## src/rtl/pc_sequencer.sv

```systemverilog
// Program-counter sequencer for the single-cycle core.
// Owns the PC, the start/done handshake, branch/call/return sequencing
// through the branch-target LUT, and a small return-address stack.
module pc_sequencer #(
    parameter int unsigned PC_W      = 10,
    parameter int unsigned LUT_AW    = 5,
    parameter int unsigned RAS_DEPTH = 4
) (
    input  logic              i_clk,
    input  logic              i_reset,
    input  logic              i_start,
    input  logic [PC_W-1:0]   i_start_addr,
    input  logic              i_halt,
    input  logic              i_jump,
    input  logic              i_cond,
    input  logic              i_call,
    input  logic              i_ret,
    input  logic [LUT_AW-1:0] i_jump_ptr,
    input  logic              i_stall,
    output logic [LUT_AW-1:0] o_lut_addr,
    input  logic [PC_W-1:0]   i_lut_target,
    output logic [PC_W-1:0]   o_pc,
    output logic              o_running,
    output logic              o_done,
    output logic              o_fault
);

    // Stack index width and stack-pointer width (pointer must reach RAS_DEPTH).
    localparam int unsigned IDX_W = (RAS_DEPTH > 1) ? $clog2(RAS_DEPTH) : 1;
    localparam int unsigned SP_W  = $clog2(RAS_DEPTH + 1);

    typedef enum logic [1:0] {
        ST_IDLE  = 2'd0,
        ST_RUN   = 2'd1,
        ST_DONE  = 2'd2,
        ST_FAULT = 2'd3
    } state_t;

    state_t            r_state;
    logic [PC_W-1:0]   r_pc;
    logic [SP_W-1:0]   r_sp;
    logic              r_running;
    logic              r_done;
    logic              r_fault;
    logic [PC_W-1:0]   r_stack [RAS_DEPTH];

    logic [PC_W-1:0]   w_pc_inc;
    logic              w_stack_empty;
    logic              w_stack_full;
    logic              w_issue;
    logic              w_push;
    logic [IDX_W-1:0]  w_push_idx;
    logic [IDX_W-1:0]  w_pop_idx;
    logic [PC_W-1:0]   w_ret_addr;

    // Sequential successor wraps naturally at 2^PC_W.
    assign w_pc_inc      = r_pc + PC_W'(1);
    assign w_stack_empty = (r_sp == '0);
    assign w_stack_full  = (r_sp == SP_W'(RAS_DEPTH));

    // An instruction is acted on only in RUN when memory is not stalling.
    assign w_issue    = (r_state == ST_RUN) && !i_stall;
    assign w_push     = w_issue && !i_halt && !i_ret && i_call && !w_stack_full;
    assign w_push_idx = IDX_W'(r_sp);
    assign w_pop_idx  = IDX_W'(r_sp - SP_W'(1));
    assign w_ret_addr = r_stack[w_pop_idx];

    // LUT pointer is a straight copy so the target returns in the same cycle.
    assign o_lut_addr = i_jump_ptr;

    assign o_pc      = r_pc;
    assign o_running = r_running;
    assign o_done    = r_done;
    assign o_fault   = r_fault;

    // Return-address storage; contents are don't-care until pushed.
    always_ff @(posedge i_clk) begin
        if (w_push) begin
            r_stack[w_push_idx] <= w_pc_inc;
        end
    end

    // Control FSM with PC, stack pointer and status outputs registered together.
    always_ff @(posedge i_clk) begin
        if (i_reset) begin
            r_state   <= ST_IDLE;
            r_pc      <= '0;
            r_sp      <= '0;
            r_running <= 1'b0;
            r_done    <= 1'b0;
            r_fault   <= 1'b0;
        end else begin
            case (r_state)
                ST_IDLE: begin
                    if (i_start) begin
                        r_pc      <= i_start_addr;
                        r_sp      <= '0;
                        r_state   <= ST_RUN;
                        r_running <= 1'b1;
                    end
                end

                ST_RUN: begin
                    if (!i_stall) begin
                        if (i_halt) begin
                            r_state   <= ST_DONE;
                            r_running <= 1'b0;
                            r_done    <= 1'b1;
                        end else if (i_ret) begin
                            if (w_stack_empty) begin
                                r_state   <= ST_FAULT;
                                r_running <= 1'b0;
                                r_fault   <= 1'b1;
                            end else begin
                                r_pc <= w_ret_addr;
                                r_sp <= r_sp - SP_W'(1);
                            end
                        end else if (i_call) begin
                            if (w_stack_full) begin
                                r_state   <= ST_FAULT;
                                r_running <= 1'b0;
                                r_fault   <= 1'b1;
                            end else begin
                                r_pc <= i_lut_target;
                                r_sp <= r_sp + SP_W'(1);
                            end
                        end else if (i_jump && i_cond) begin
                            r_pc <= i_lut_target;
                        end else begin
                            r_pc <= w_pc_inc;
                        end
                    end
                end

                ST_DONE: begin
                    if (i_start) begin
                        r_pc      <= i_start_addr;
                        r_sp      <= '0;
                        r_state   <= ST_RUN;
                        r_running <= 1'b1;
                        r_done    <= 1'b0;
                    end
                end

                ST_FAULT: begin
                    // Sticky until reset; PC and status hold.
                end

                default: begin
                    r_state   <= ST_IDLE;
                    r_running <= 1'b0;
                    r_done    <= 1'b0;
                    r_fault   <= 1'b0;
                end
            endcase
        end
    end

endmodule

```

## config.mk

```make
export PLATFORM = sky130hd
export DESIGN_NAME = pc_sequencer
export DESIGN_NICKNAME = d
export VERILOG_FILES = /design/src/rtl/pc_sequencer.sv
export SDC_FILE = /design/constraint.sdc
export NUM_CORES = 1
export LEC_CHECK = 0
export CAP_MARGIN = 20
export CORE_ASPECT_RATIO = 0.8
export CORE_MARGIN = 1.5
export CORE_UTILIZATION = 40
export DETAILED_ROUTE_END_ITERATION = 10
export MAX_ROUTING_LAYER = met4
export PLACE_DENSITY = 0.62
export SYNTH_ARGS = -nofsm -noshare
export SYNTH_HDL_FRONTEND = slang
export SYNTH_SLANG_ARGS = --single-unit
```

## constraint.sdc

```tcl
create_clock -name i_clk -period 7.9 [get_ports i_clk]
set_clock_uncertainty 0.2 [all_clocks]
set_input_delay 0.79 -clock i_clk [delete_from_list [all_inputs] [get_ports i_clk]]
set_output_delay 0.79 -clock i_clk [all_outputs]
set_load 0.005 [all_outputs]
```

======== Word-level counts from Yosys, hierarchy flattened ========
Memories as Yosys holds them, arrays and structs flattened.
Index checks and enable logic that the tools add are counted.
cells by class
  add/sub/neg operators ................... 3
  eq/ne operators ......................... 16
  multiplexer cells ....................... 43
  bitwise operators ....................... 2
  reductions and logical operators ........ 22
operators with widths
  cell                                                                      count
  10-bit two-way mux                                                        8
  3-bit two-way mux                                                         7
  10-bit one-hot mux with 2 select lines                                    1
  6-bit AND reduction                                                       3
  1-bit two-way mux                                                         16
  4-bit inequality test (second input constant)                             4
  2-bit two-way mux                                                         7
  10-bit by 1-bit adder with 10-bit output (second input constant)          1
  3-bit inequality test (second input constant)                             3
  2-bit inequality test (second input constant)                             4
  2-bit nonzero test                                                        4
  7-bit AND reduction                                                       1
  1-bit logical AND                                                         6
  3-bit one-hot mux with 2 select lines                                     1
  1-bit logical NOT                                                         4
  2-bit by 1-bit inequality test with 1-bit output (second input constant)  2
  1-bit one-hot mux with 2 select lines                                     2
  2-bit one-hot mux with 2 select lines                                     1
  4-bit AND reduction                                                       1
  3-bit by 1-bit adder with 3-bit output (second input constant)            1
  3-bit equality test (second input constant)                               1
  3-bit logical NOT                                                         1
  3-bit by 1-bit subtractor with 3-bit output (second input constant)       1
  2-bit by 1-bit equality test with 1-bit output (second input constant)    1
  other kinds (4)                                                           5
word-level totals
  register bits after elaboration ......... 18
  RAM bits ................................ 40
  input port bits ......................... 34
  word-level logic and storage cells ...... 93
  memories kept ........................... 1
memory list
  memory   depth  width  rd ports  clocked after Yosys merged registers in  wr ports  RTL line  RTL
  r_stack  4      10     1         0                                        1         45        logic [PC_W-1:0] r_stack [RAS_DEPTH];

======== Logic depth before layout (Yosys ltp) ========
Gate-level depths: netlist of run 1.
  word-level depth ........................ 8
  depth in mapped cells ................... 10
  mapped depth without buffers ............ 7

======== Least setup slack after synthesis of run 1 ========
OpenSTA, ideal clock, no wires.
  path type ............................... in2reg
  start ................................... in i_stall
  end ..................................... mem r_stack[0][0] (enable)
  library setup time ...................... 343 ps
  arrival ................................. 2006 ps
  setup slack ............................. 5350 ps
  cell stages on the path ................. 4
  path buffers ............................ 0
  cells stage by stage .................... nor3b_4 nand2_1 a2111oi_0 and2_1
between the ends
  cells in the longest elaborated chain, start to end .. 8
ends and longest elaborated chain
  element                                  RTL line  RTL
  start: declaration                       19        input logic i_stall,
  1-bit logical NOT                        -
  1-bit logical AND                        62        assign w_issue = (r_state == ST_RUN) && !i_stall;
  1-bit logical AND (4 in a row)           63        assign w_push = w_issue && !i_halt && !i_ret && i_call && !w_stack_full;
  1-bit two-way mux                        78        if (w_push) begin
  1-bit two-way mux (not written as such)  79        r_stack[w_push_idx] <= w_pc_inc;
  end: declaration                         45
Every way passes these cells.

======== Worst setup path after layout of run 1 ========
  start ................................... in i_stall
  end ..................................... mem r_stack[2][3] (enable)
Same word-level chain as after synthesis.

==> results summary, run 1 <==
The tool flagged a number of max-cap violations equal to 0. On the critical path the largest part of the delay comes from simple AND/OR/NAND/NOR gates. In this run the worst path has a maximum fanout of 10. The number of gates resized after cts came out at 0. The minimum period implied by the final worst setup slack is 3040 ps. The clock slew at the register clock pins of the worst setup and hold paths is 60 ps.

The overflow left after global routing came out at 0. The critical path in this run is classified as input port to flip-flop. The total of fill cells in the finished design is around 600.

The area of the placeable core came out at 6890 um^2. The worst register-to-register path begins at r_sp[0]. The count of nets left with antenna violations once routing finished came out at 0. The total track usage came out at 19.2%. The number of hold buffers added after CTS came out at 0. The max-slew violation count is 0. Row generation in the floorplan step produced 27 rows. In this run the power density over the cells is between 200 and 250 nW/um^2.

The ratio of cells with drive above 1 in the final layout came out at ~12%. Traced cell by cell, the critical path runs through clkdlybuf4s50_1, nor3b_4, nand2_1, a2111oi_0, and2_1. The boundary pin count came out at 52. Once placement finished, the instance area stood at 3290 um^2. At the pin with the least slew margin, the transition time is 691 ps. After detailed routing, the number of remaining DRC violations is 0. The last weighted congestion value of the routability-driven placer is 0.819. The flow ran to the end, and the final reports show no timing, DRC or antenna violations. The number of instances in the synthesized netlist came out at 239. The vertical die dimension is ~80 um. The required arrival time at the worst endpoint came out at 7670 ps.

The maximum achievable frequency came out at 0.329 GHz. The total of warnings raised by yosys came out at 0. The slowest stage of the critical path belongs to the cell a2111oi_0. TritonCTS built the clock tree.

In this run, synthesis produced a sequential element count of 58. Headroom to the max-slew limit came out at 52.7%. The floorplan step defined a die boundary enclosing 7610 um^2. The pin count of the biggest net entering global routing came out at 28. The total number of nets in the final design came out at ~320. The detailed placer's ending HPWL is 4.55 mm.

The CTS buffer count is 9. The kind of start point of the critical path is an input port. Relative to the synthesized area, the layout overhead comes to 23.4%.

The insertion delay to the later sink of the worst-skew pair is 330 ps. For this run, the slowest stage of the critical path takes roughly 600 ps. The number of buffers and inverters on the critical path is 1.

The count of vias placed by the detailed router is 2021. The sequential fraction of the synthesis area came out at 55.0%. Counting tap cells, the placed design contains a total of between 300 and 400 instances. The repair_antennas step left the layout with diodes totalling 0. The number of violations reported at the end of detailed-routing iteration 0 is 94.

The predominant post-synthesis flop cell is edfxtp_1. The initial cell density of the core is just over 40%. The total iterations of the first detailed-routing run is 5. The clock tree synthesis step divided the H-tree into 3 levels. The wire length reported by the detailed router came out at 6.60 mm. The post-detailed-route via-to-cell ratio is 5.46. The kind of capture point of the worst setup path is a flip-flop.

The source of the critical timing path is i_stall. The mapped netlist covers roughly 2800 um^2. For this design, the sink count on the clock tree is 58.

The worst hold path begins at o_fault. After synthesis, the mean cell area works out to 11.9 um^2. The top cell types in the final layout, fill and taps aside, are 41 x clkdlybuf4s50_1, 40 x edfxtp_1, 24 x nor2_1. The final total negative setup slack is 0 ps.

The number of nets in the synthesized netlist is 279. The data arrival time of the critical path is 2810 ps. The cell at the root of the clock tree is clkbuf_8. The total count of hold-check failures in the final report came out at 0. The final standard cell area without fillers is 3500 um^2. The number of distinct library cell variants in the gate-level netlist after synthesis came out at 47.

The mean routed wirelength per cell came out at 17.8 um. The most common cell after layout, fill and taps aside is clkdlybuf4s50_1. The die outline width came out at 97.2 um.

The initial antenna violation count came to 0. Setup repair after global routing left no endpoint under its margin. The maximum resistive drop on vdd is just under 0.00009 V. The first-pass GRT wire length came out at 10.6 mm. The number of endpoints failing setup at the final stage is 0. The count of port buffers added during placement came out at 41. The path class of the tightest hold or removal check is flip-flop to flip-flop. The number of global-route vias before repair was 1969. The post-layout instance count excluding filler cells came out at 370. The clock passes through at most 2 buffers. The number of flops mapped to enable cells by yosys came out at 40. The analysis attributes to cell leakage a power of ~1.2 nW. The final worst-path cycle share is 38.5%. After synthesis, the share of flip-flops with an asynchronous set or reset is 0%. Buffers added to address setup during post-CTS repair amount to 0.
-- final timing paths --
kind | to | slack (ps) | depth (start not counted)
max | r_stack[2][3] | 4860 | 5
min | o_fault | 280 | 2
max reg2reg | r_stack[2][3] | 5080 | 5
min reg2reg | o_fault | 280 | 2
-- state kept, by name (all words and copies together) (netlist names) --
name / count
o_done: 1
o_fault: 1
o_pc: 10
o_running: 1
r_sp: 3
r_stack: 40
r_state: 2
-- kinds of logic after synthesis --
group	after synthesis	share of synthesized area [%]
mux	17	9.26
compound gates	47	11.9
buf+inv	26	4.76
fa+ha+maj	6	2.64
simple gates	74	13.1
xor+xnor	11	3.39
flops	58	55.0
-- worst register-to-register path, cell delays in order (launching register included) --
cell	delay (ps)
dfxtp_1	310
buf_4	290
inv_1	140
ha_1	280
a2111oi_0	670
and2_1	560
-- area by class of cell --
type	instances	area, um^2	share of cell area (%)
tap	87	109	3.11
inverter	9	33.8	0.964
clock inverter	6	80.1	2.28
clock buffer	10	138	3.93
sequential	58	1560	44.6
timing repair buffer	45	440	12.6
multi-input combinational	155	1140	32.6
-- synth_stat cells, types with 3 or more instances --
master	n	area [um^2]
clkbuf_1	5	18.8
edfxtp_1	40	1200
inv_1	9	33.8
mux2_2	4	45.0
xor2_1	6	52.6
mux4_2	7	158
nand3b_1	4	30.0
xnor2_1	5	43.8
a31oi_1	3	18.8
o32ai_1	3	26.3
and2_1	5	31.3
ha_1	6	75.1
o21ai_0	4	20.0
nor3_1	7	35.0
a21oi_1	11	55.1
nand3_1	4	20.0
dfxtp_1	18	360
nor2_1	24	90.1
nand2_1	16	60.1
buf_4	7	52.6
a211oi_1	7	52.6
mux2i_1	6	60.1
o211ai_1	5	37.5
-- routing by layer --
metal / vias up / share of wire [%] / track usage, %
li1: 958 / - / -
met1: 1002 / 49 / 26.1
met2: 59 / 45 / 27.9
met3: 2 / 5.2 / 5.88
met4: 0 / 0.29 / 5.22
met5: - / 0 / -
-- per-stage QoR --
step | setup slack [ps] | total power (W) | hold WS, ps | utilization (%)
4_1_cts | 4820 | 0.000764 | 286 | 50.9
3_3_place_gp | 4550 | 0.000468 | 272 | 47.7
3_5_place_dp | 4470 | 0.000469 | 272 | 47.7
6_report | 4860 | 0.000758 | 282 | 50.9
2_1_floorplan | 5350 | 0.000423 | 261 | -
5_1_grt | 4600 | 0.000792 | 318 | 50.9
-- report_power, final --
part           total, W  internal, W  switching [W]
logic          0.000115    0.0000555      0.0000598
clock network  0.000295     0.000183       0.000112
registers      0.000347     0.000337     0.00000960
Note: power is estimated with default switching activity, not from simulation.
==> inputs of run 2 (changes only) <==
==> constraint.sdc (replaced) <==
create_clock -name i_clk -period 2.96 [get_ports i_clk]
set_clock_uncertainty 0.2 [all_clocks]
set_input_delay 0.296 -clock i_clk [delete_from_list [all_inputs] [get_ports i_clk]]
set_output_delay 0.296 -clock i_clk [all_outputs]
set_load 0.005 [all_outputs]
==> results summary, run 2 (synthesis gave the netlist of run 1 again) <==
The number of violations reported at the end of detailed-routing iteration 0 came out at 127 (+35%). The clock slew at the register clock pins of the worst setup and hold paths came out at 70 ps (about the same). The total track usage came to 19.8% (+0.67 points). The buffer levels on the longest clock path was 2 (unchanged). The type of the most critical hold path is flip-flop to flip-flop. The remaining antenna violation count is 0 (unchanged). The flow ran to the end, and the final reports show no timing, DRC or antenna violations. The insertion delay to the later sink of the worst-skew pair was 330 ps (about the same). The overflow left after global routing is 0 (unchanged). The static leakage power came out at 1.19 nW (+0.21%). The number of gates resized after cts is 0 (unchanged). The number of global-route vias before repair came out at 2002 (+1.7%). The last weighted congestion value of the routability-driven placer is 0.756 (-7.7%). STA classifies the critical path startpoint as a flip-flop. The headroom to the max-slew limit came out at 56.9% (+4.1 points). The initial cell density of the core came out at 41.2% (unchanged). The post-detailed-route via-to-cell ratio was 5.45 (-0.19%).

The number of endpoints failing setup at the final stage is 0 (unchanged). The required arrival time at the worst endpoint is 2730 ps (-4940 ps). Compared with the post-synthesis result, the final layout area differs by 23.7%.

The total power after layout is 0.00195 W (+160%). The minimum period implied by the final worst setup slack came out at 2410 ps. In the finished design, the share of the clock period the worst path needs comes to roughly four fifths. The max-slew violation count is 0 (unchanged). The count of port buffers added during placement came out at 41 (unchanged). The kind of capture point of the worst setup path is a flip-flop. The wire length reported by the detailed router came out at 6.90 mm (+4.4%). The total number of nets in the final design was 322 (+1.3%).

The setup path with the least slack is of type flip-flop to flip-flop. The internal portion of total power is 0.00144 W (+150%). The number of antenna cells inserted is 0 (unchanged). The final total negative setup slack came out at 0 ps (unchanged).

The maximum resistive drop on vdd came out at 0.000331 V (+280%). The ratio of cells with drive above 1 in the final layout came out at 13.9% (+1.6 points). The peak per-stage delay on the critical path came out at 450 ps (-150 ps). The maximum achievable frequency is a little over 0.4 GHz. Setup repair after global routing left no endpoint under its margin. The post-CTS repair timing setup buffer count is 0 (unchanged). The total of max-cap violations is 0 (unchanged).

The part of the power in registers is 47.5% (+1.7 points). The data arrival time of the critical path is 2170 ps (-640 ps). The part of the power in the clock network is 36.6% (-2.4 points). The power share of the combinational group came to 15.9% (+0.7 points). The full die area was 7610 um^2 (unchanged).

The initial antenna violation count is 0 (unchanged). The CTS tree is done. The vertical die dimension came out at 78.4 um (unchanged). The mean routed wirelength per cell came to 18.4 um (+3.3%). The total iterations of the first detailed-routing run is 4 (-1).

The row count is 27 (unchanged). The switching power total is 0.000517 W (+190%). The first-pass GRT wire length is 11.1 mm (+4.2%). The cell family contributing the most delay on the critical path is compound AO/OA/AOI/OAI gates. The total count of hold-check failures in the final report came out at 0 (unchanged). The detailed placer's ending HPWL is 4.79 mm (+5.2%).

The maximum fanout along the worst path came out at 10 (unchanged). The die outline width came out at 97.2 um (unchanged). In the layout the commonest cells are 41 x clkdlybuf4s50_1, 40 x edfxtp_1, 24 x nor2_1. The pin count of the biggest net entering global routing was 23 (-18%). The number of flip-flops under the largest register name is 40 (unchanged). The boundary pin count came out at 52 (unchanged). The total power divided by cell area is 556 nW/um^2 (+160%). Traced cell by cell, the critical path runs through inv_1, ha_1, a2111oi_0, buf_4, and2_1.

The cell sitting at the root of the clock tree is a clkbuf_8. The CTS buffer count came out at 9 (unchanged). Leaving out fill and tap cells, the most frequent cell in the layout is clkdlybuf4s50_1. The pre-CTS worst setup slack came out at 320 ps (-4150 ps).

The count of vias placed by the detailed router came out at 2039 (+0.89%). More flip-flops sit in one register than any other, and that register is r_stack. For this design, the slowest cell found on the critical path is a2111oi_0. The switching portion of total power is 26.5% (+2.5 points). The area of the placeable core is 6890 um^2 (unchanged).

The number of hold buffers added after CTS came out at 0 (unchanged). The number of sinks handled by clock tree synthesis is 58 (unchanged). The measured slew at the worst slew-check pin is 647 ps (-44.4 ps). The maximum level of the CTS H-tree came out at 3 (unchanged). The final worst slack is 550 ps (-4310 ps).

The buffer and inverter count on the worst path is 2 (+1). The number of remaining DRC errors came out at 0 (unchanged).
[run 2: changes by cell type in the layout (fill, tap and decap cells not counted)]
cell | previous run | this run
bufinv_16 | 2 | 1
clkinv_4 | 0 | 1
clkbuf_8 | 10 | 9
buf_4 | 4 | 8
clkinv_1 | 2 | 1
clkinvlp_4 | 1 | 3
[run 2: metrics by stage]
step	hold slack, ps	cell area (um^2)	cells	util (%)
5_1_grt	336	3510	374	50.9
4_1_cts	289	3510	374	50.9
6_report	285	3510	374	50.9
3_3_place_gp	268	3320	358	48.1
3_5_place_dp	273	3320	358	48.1
2_1_floorplan	192	2840	239	-
[run 2: metal layers]
layer	vias to the layer above	wire length [um]	global-route usage (%)
met5	-	0	-
met3	2	483	7.57
met2	71	3090	29.0
met4	0	15	3.91
li1	971	-	-
met1	995	3310	26.5
[run 2: power by group through the flow]
stage	clock network [W]	registers, W	logic [W]
final	0.000714	0.000928	0.000311
after global routing	0.000761	0.000931	0.000340
after CTS	0.000728	0.000928	0.000312
after detailed placement	0	0.000946	0.000310
after global placement	0	0.000945	0.000309
after floorplan	0	0.000941	0.000187
[run 2: worst reg2reg max path: stages, from the launching register on]
cell,delay (ps)
dfxtp_1,390
inv_1,110
ha_1,250
a2111oi_0,450
buf_4,200
and2_1,440
[run 2: final timing paths]
check | startpoint | end | slack [ps] | cells past startpoint
worst min-delay path | o_fault | o_fault | 280 | 2
worst max register to register | r_sp[1] | r_stack[1][8] | 550 | 5
worst max-delay path | r_sp[1] | r_stack[1][8] | 550 | 5
worst min register to register | o_fault | o_fault | 280 | 2
[run 2: cell type report]
cell class / count / area, um^2
Clock buffer: 9 / 124
Clock inverter: 7 / 70.1
Fill cell: 630 / 3380
Inverter: 9 / 33.8
Multi-Input combinational cell: 155 / 1140
Sequential cell: 58 / 1560
Tap cell: 87 / 109
Timing Repair Buffer: 49 / 470
==> inputs of run 3 (changes only) <==
--- a/config.mk
+++ b/config.mk
@@ -11,7 +11,7 @@
 export CORE_UTILIZATION = 40
 export DETAILED_ROUTE_END_ITERATION = 10
 export MAX_ROUTING_LAYER = met4
-export PLACE_DENSITY = 0.62
+export PLACE_DENSITY = 0.64
 export SYNTH_ARGS = -nofsm -noshare
 export SYNTH_HDL_FRONTEND = slang
 export SYNTH_SLANG_ARGS = --single-unit
==> constraint.sdc (replaced) <==
create_clock -name i_clk -period 2.1 [get_ports i_clk]
set_clock_uncertainty 0.2 [all_clocks]
set_input_delay 0.21 -clock i_clk [delete_from_list [all_inputs] [get_ports i_clk]]
set_output_delay 0.21 -clock i_clk [all_outputs]
set_load 0.005 [all_outputs]
==> results summary, run 3 (synthesis gave the netlist of run 1 again) <==
The total power divided by cell area is 782 nW/um^2 (+41%). The detailed placer's ending HPWL was 4.95 mm (+3.3%). The startpoint identified for the worst hold timing path is i_jump_ptr[1]. The initial antenna violation count is 0 (unchanged). The row count is 27 (unchanged). The most heavily used metal layer in global routing is met2.

The total of fill cells in the finished design is 593 (-5.9%). The total of max-cap violations came out at 0 (unchanged). The number of endpoints failing setup at the final stage came out at 0 (unchanged). The final standard cell area without fillers came out at 3810 um^2 (+8.6%). The count of vias placed by the detailed router came out at 2100 (+3.0%).

TritonCTS built the clock tree. The maximum fanout along the worst path was 5 (-5). In this run the critical register-to-register path is launched from o_pc[1]. The met2 usage came out at 27.7% (-1.3 points). The remaining antenna violation count was 0 (unchanged). The area of the placeable core came out at 6890 um^2 (unchanged). The headroom to the max-slew limit came out at 67.9% (+11 points).

The worst setup path is captured at a flip-flop. The static leakage power came out at 1.36 nW (+15%). The final total negative setup slack was 0 ps (unchanged). The maximum resistive drop on vdd is 0.000464 V (+40%). In this run the critical register-to-register path is captured at o_pc[9]. The measured slew at the worst slew-check pin is 478 ps (-169 ps). The die outline width was 97.2 um (unchanged). The final core utilization is 55.3% (+4.4 points). The first-pass GRT wire length came to 10.8 mm (-2.4%). The met3 track demand over resource came out at 5.25% (-2.3 points). The number of flip-flops under the largest register name is 40 (unchanged). The total track usage came out at 19.7% (-0.13 points). The count of port buffers added during placement is 41 (unchanged). The depth of the worst hold-timing path came out at 0 (-2). The total number of nets in the final design was 349 (+8.4%). The post-CTS repair timing setup buffer count is 0 (unchanged). The flow ran to the end, and the final reports show no timing, DRC or antenna violations. STA classifies the critical path startpoint as a flip-flop. The mean routed wirelength per cell is 17.0 um (-7.8%). The post-place instance area came out at 3560 um^2 (+7.5%). The maximum achievable frequency is 0.511 GHz (+23%).

The wire length reported by the detailed router came out at 6.82 mm (-1.1%). In the layout the commonest cells are 41 x clkdlybuf4s50_1, 40 x edfxtp_1, 34 x buf_4. The most common cell after layout, fill and taps aside is clkdlybuf4s50_1. The buffer levels on the longest clock path came to 2 (unchanged). The vertical die dimension is 78.4 um (unchanged).

Relative to the synthesized area, the layout overhead comes to 34.3%. The number of cell instances on the worst register-to-register path came out at 5 (unchanged). The max-slew violation count came out at 0 (unchanged). The number of sinks handled by clock tree synthesis came out at 58 (unchanged).

The type of the most critical hold path is input port to output port. The cell at the root of the clock tree is clkbuf_8. The minimum period implied by the final worst setup slack came out at 1960 ps (-452 ps). The ratio of cells with drive above 1 in the final layout came out at 25.2% (+11 points).

The number of violations reported at the end of detailed-routing iteration 0 came out at 173 (+36%). The worst hold path terminates at o_lut_addr[1]. The pin count of the biggest net entering global routing came out at 18 (-22%). The overflow left after global routing came out at 0 (unchanged). The data arrival time of the critical path came to 1960 ps (-210 ps). The number of remaining DRC errors came to 0 (unchanged).

The full die area is 7610 um^2 (unchanged). The clock slew at the register clock pins of the worst setup and hold paths came out at 70 ps (about the same). The number of gates resized after cts was 0 (unchanged). The type of the worst setup path is flip-flop to flip-flop. The met1 track demand over resource came out at 27.7% (+1.2 points).

The initial cell density of the core is 41.2% (unchanged). The insertion delay to the later sink of the worst-skew pair is 330 ps (about the same). The slack of the worst reg-to-reg path was 140 ps (-410 ps).

The CTS buffer count came out at 9 (unchanged). The number of global-route vias before repair is 2053 (+2.5%). The last weighted congestion value of the routability-driven placer came out at 0.767 (+1.5%). The worst hold slack across all endpoints came to 220 ps (-64.5 ps). The total count of hold-check failures in the final report came out at 0 (unchanged). The final worst-path cycle share came out at 93.2% (+12 points). The number of antenna cells inserted came out at 0 (unchanged). The required arrival time at the worst endpoint came out at 2110 ps (-620 ps). The total power after layout came out at 0.00298 W (+53%). The post-detailed-route via-to-cell ratio came out at 5.24 (-3.9%).

The total iterations of the first detailed-routing run was 4 (unchanged). The boundary pin count came to 52 (unchanged). r_stack holds more flip-flops than any other register. The number of hold buffers added after CTS is 0 (unchanged). The maximum level of the CTS H-tree came out at 3 (unchanged).
[run 3: final cells by class]
cell class                      instances  area, um^2  area share, %
Multi-Input combinational cell        155        1200           31.4
Inverter                                9        33.8          0.886
Clock inverter                          6        88.8           2.33
Sequential cell                        58        1560           41.0
Tap cell                               87         109           2.85
Timing Repair Buffer                   76         686           18.0
Clock buffer                           10         138           3.61
[run 3: metal layers]
metal	wire length, um	up-vias	share of wire, %
met5	0	-	0
li1	-	1030	-
met4	25	0	0.37
met1	3370	994	49
met2	3010	74	44
met3	409	2	6.0
[run 3: metrics by stage]
step           std cells  setup WS, ps
6_report             401           142
5_1_grt              401         -27.3
4_1_cts              401          47.4
3_5_place_dp         385          -251
3_3_place_gp         385          -158
2_1_floorplan        239          15.0
[run 3: worst max-delay path: stages, from the launching register on]
cell and delay (ps):
dfxtp_1 420, nand4_1 280, nor3_2 300, xor2_1 130, o311ai_0 380, a211oi_1 120
[run 3: worst max path at each step]
stage,start,to,slack (ps),depth (start not counted)
2_1_floorplan,r_sp[0],o_pc[4],20,10
4_1_cts,o_pc[1],o_pc[9],50,5
5_1_grt,o_pc[1],o_pc[9],-30,5
3_3_place_gp,i_stall,r_stack[1][9],-160,5
6_report,o_pc[1],o_pc[9],140,5
3_5_place_dp,i_stall,r_stack[1][4],-250,5
[run 3: where the power goes]
| part | total, W | switching (W) | internal (W) |
|---|---|---|---|
| logic | 0.000545 | 0.000256 | 0.000288 |
| registers | 0.00130 | 0.0000259 | 0.00127 |
| clock network | 0.00114 | 0.000441 | 0.000702 |
| total | 0.00298 | 0.000724 | 0.00226 |
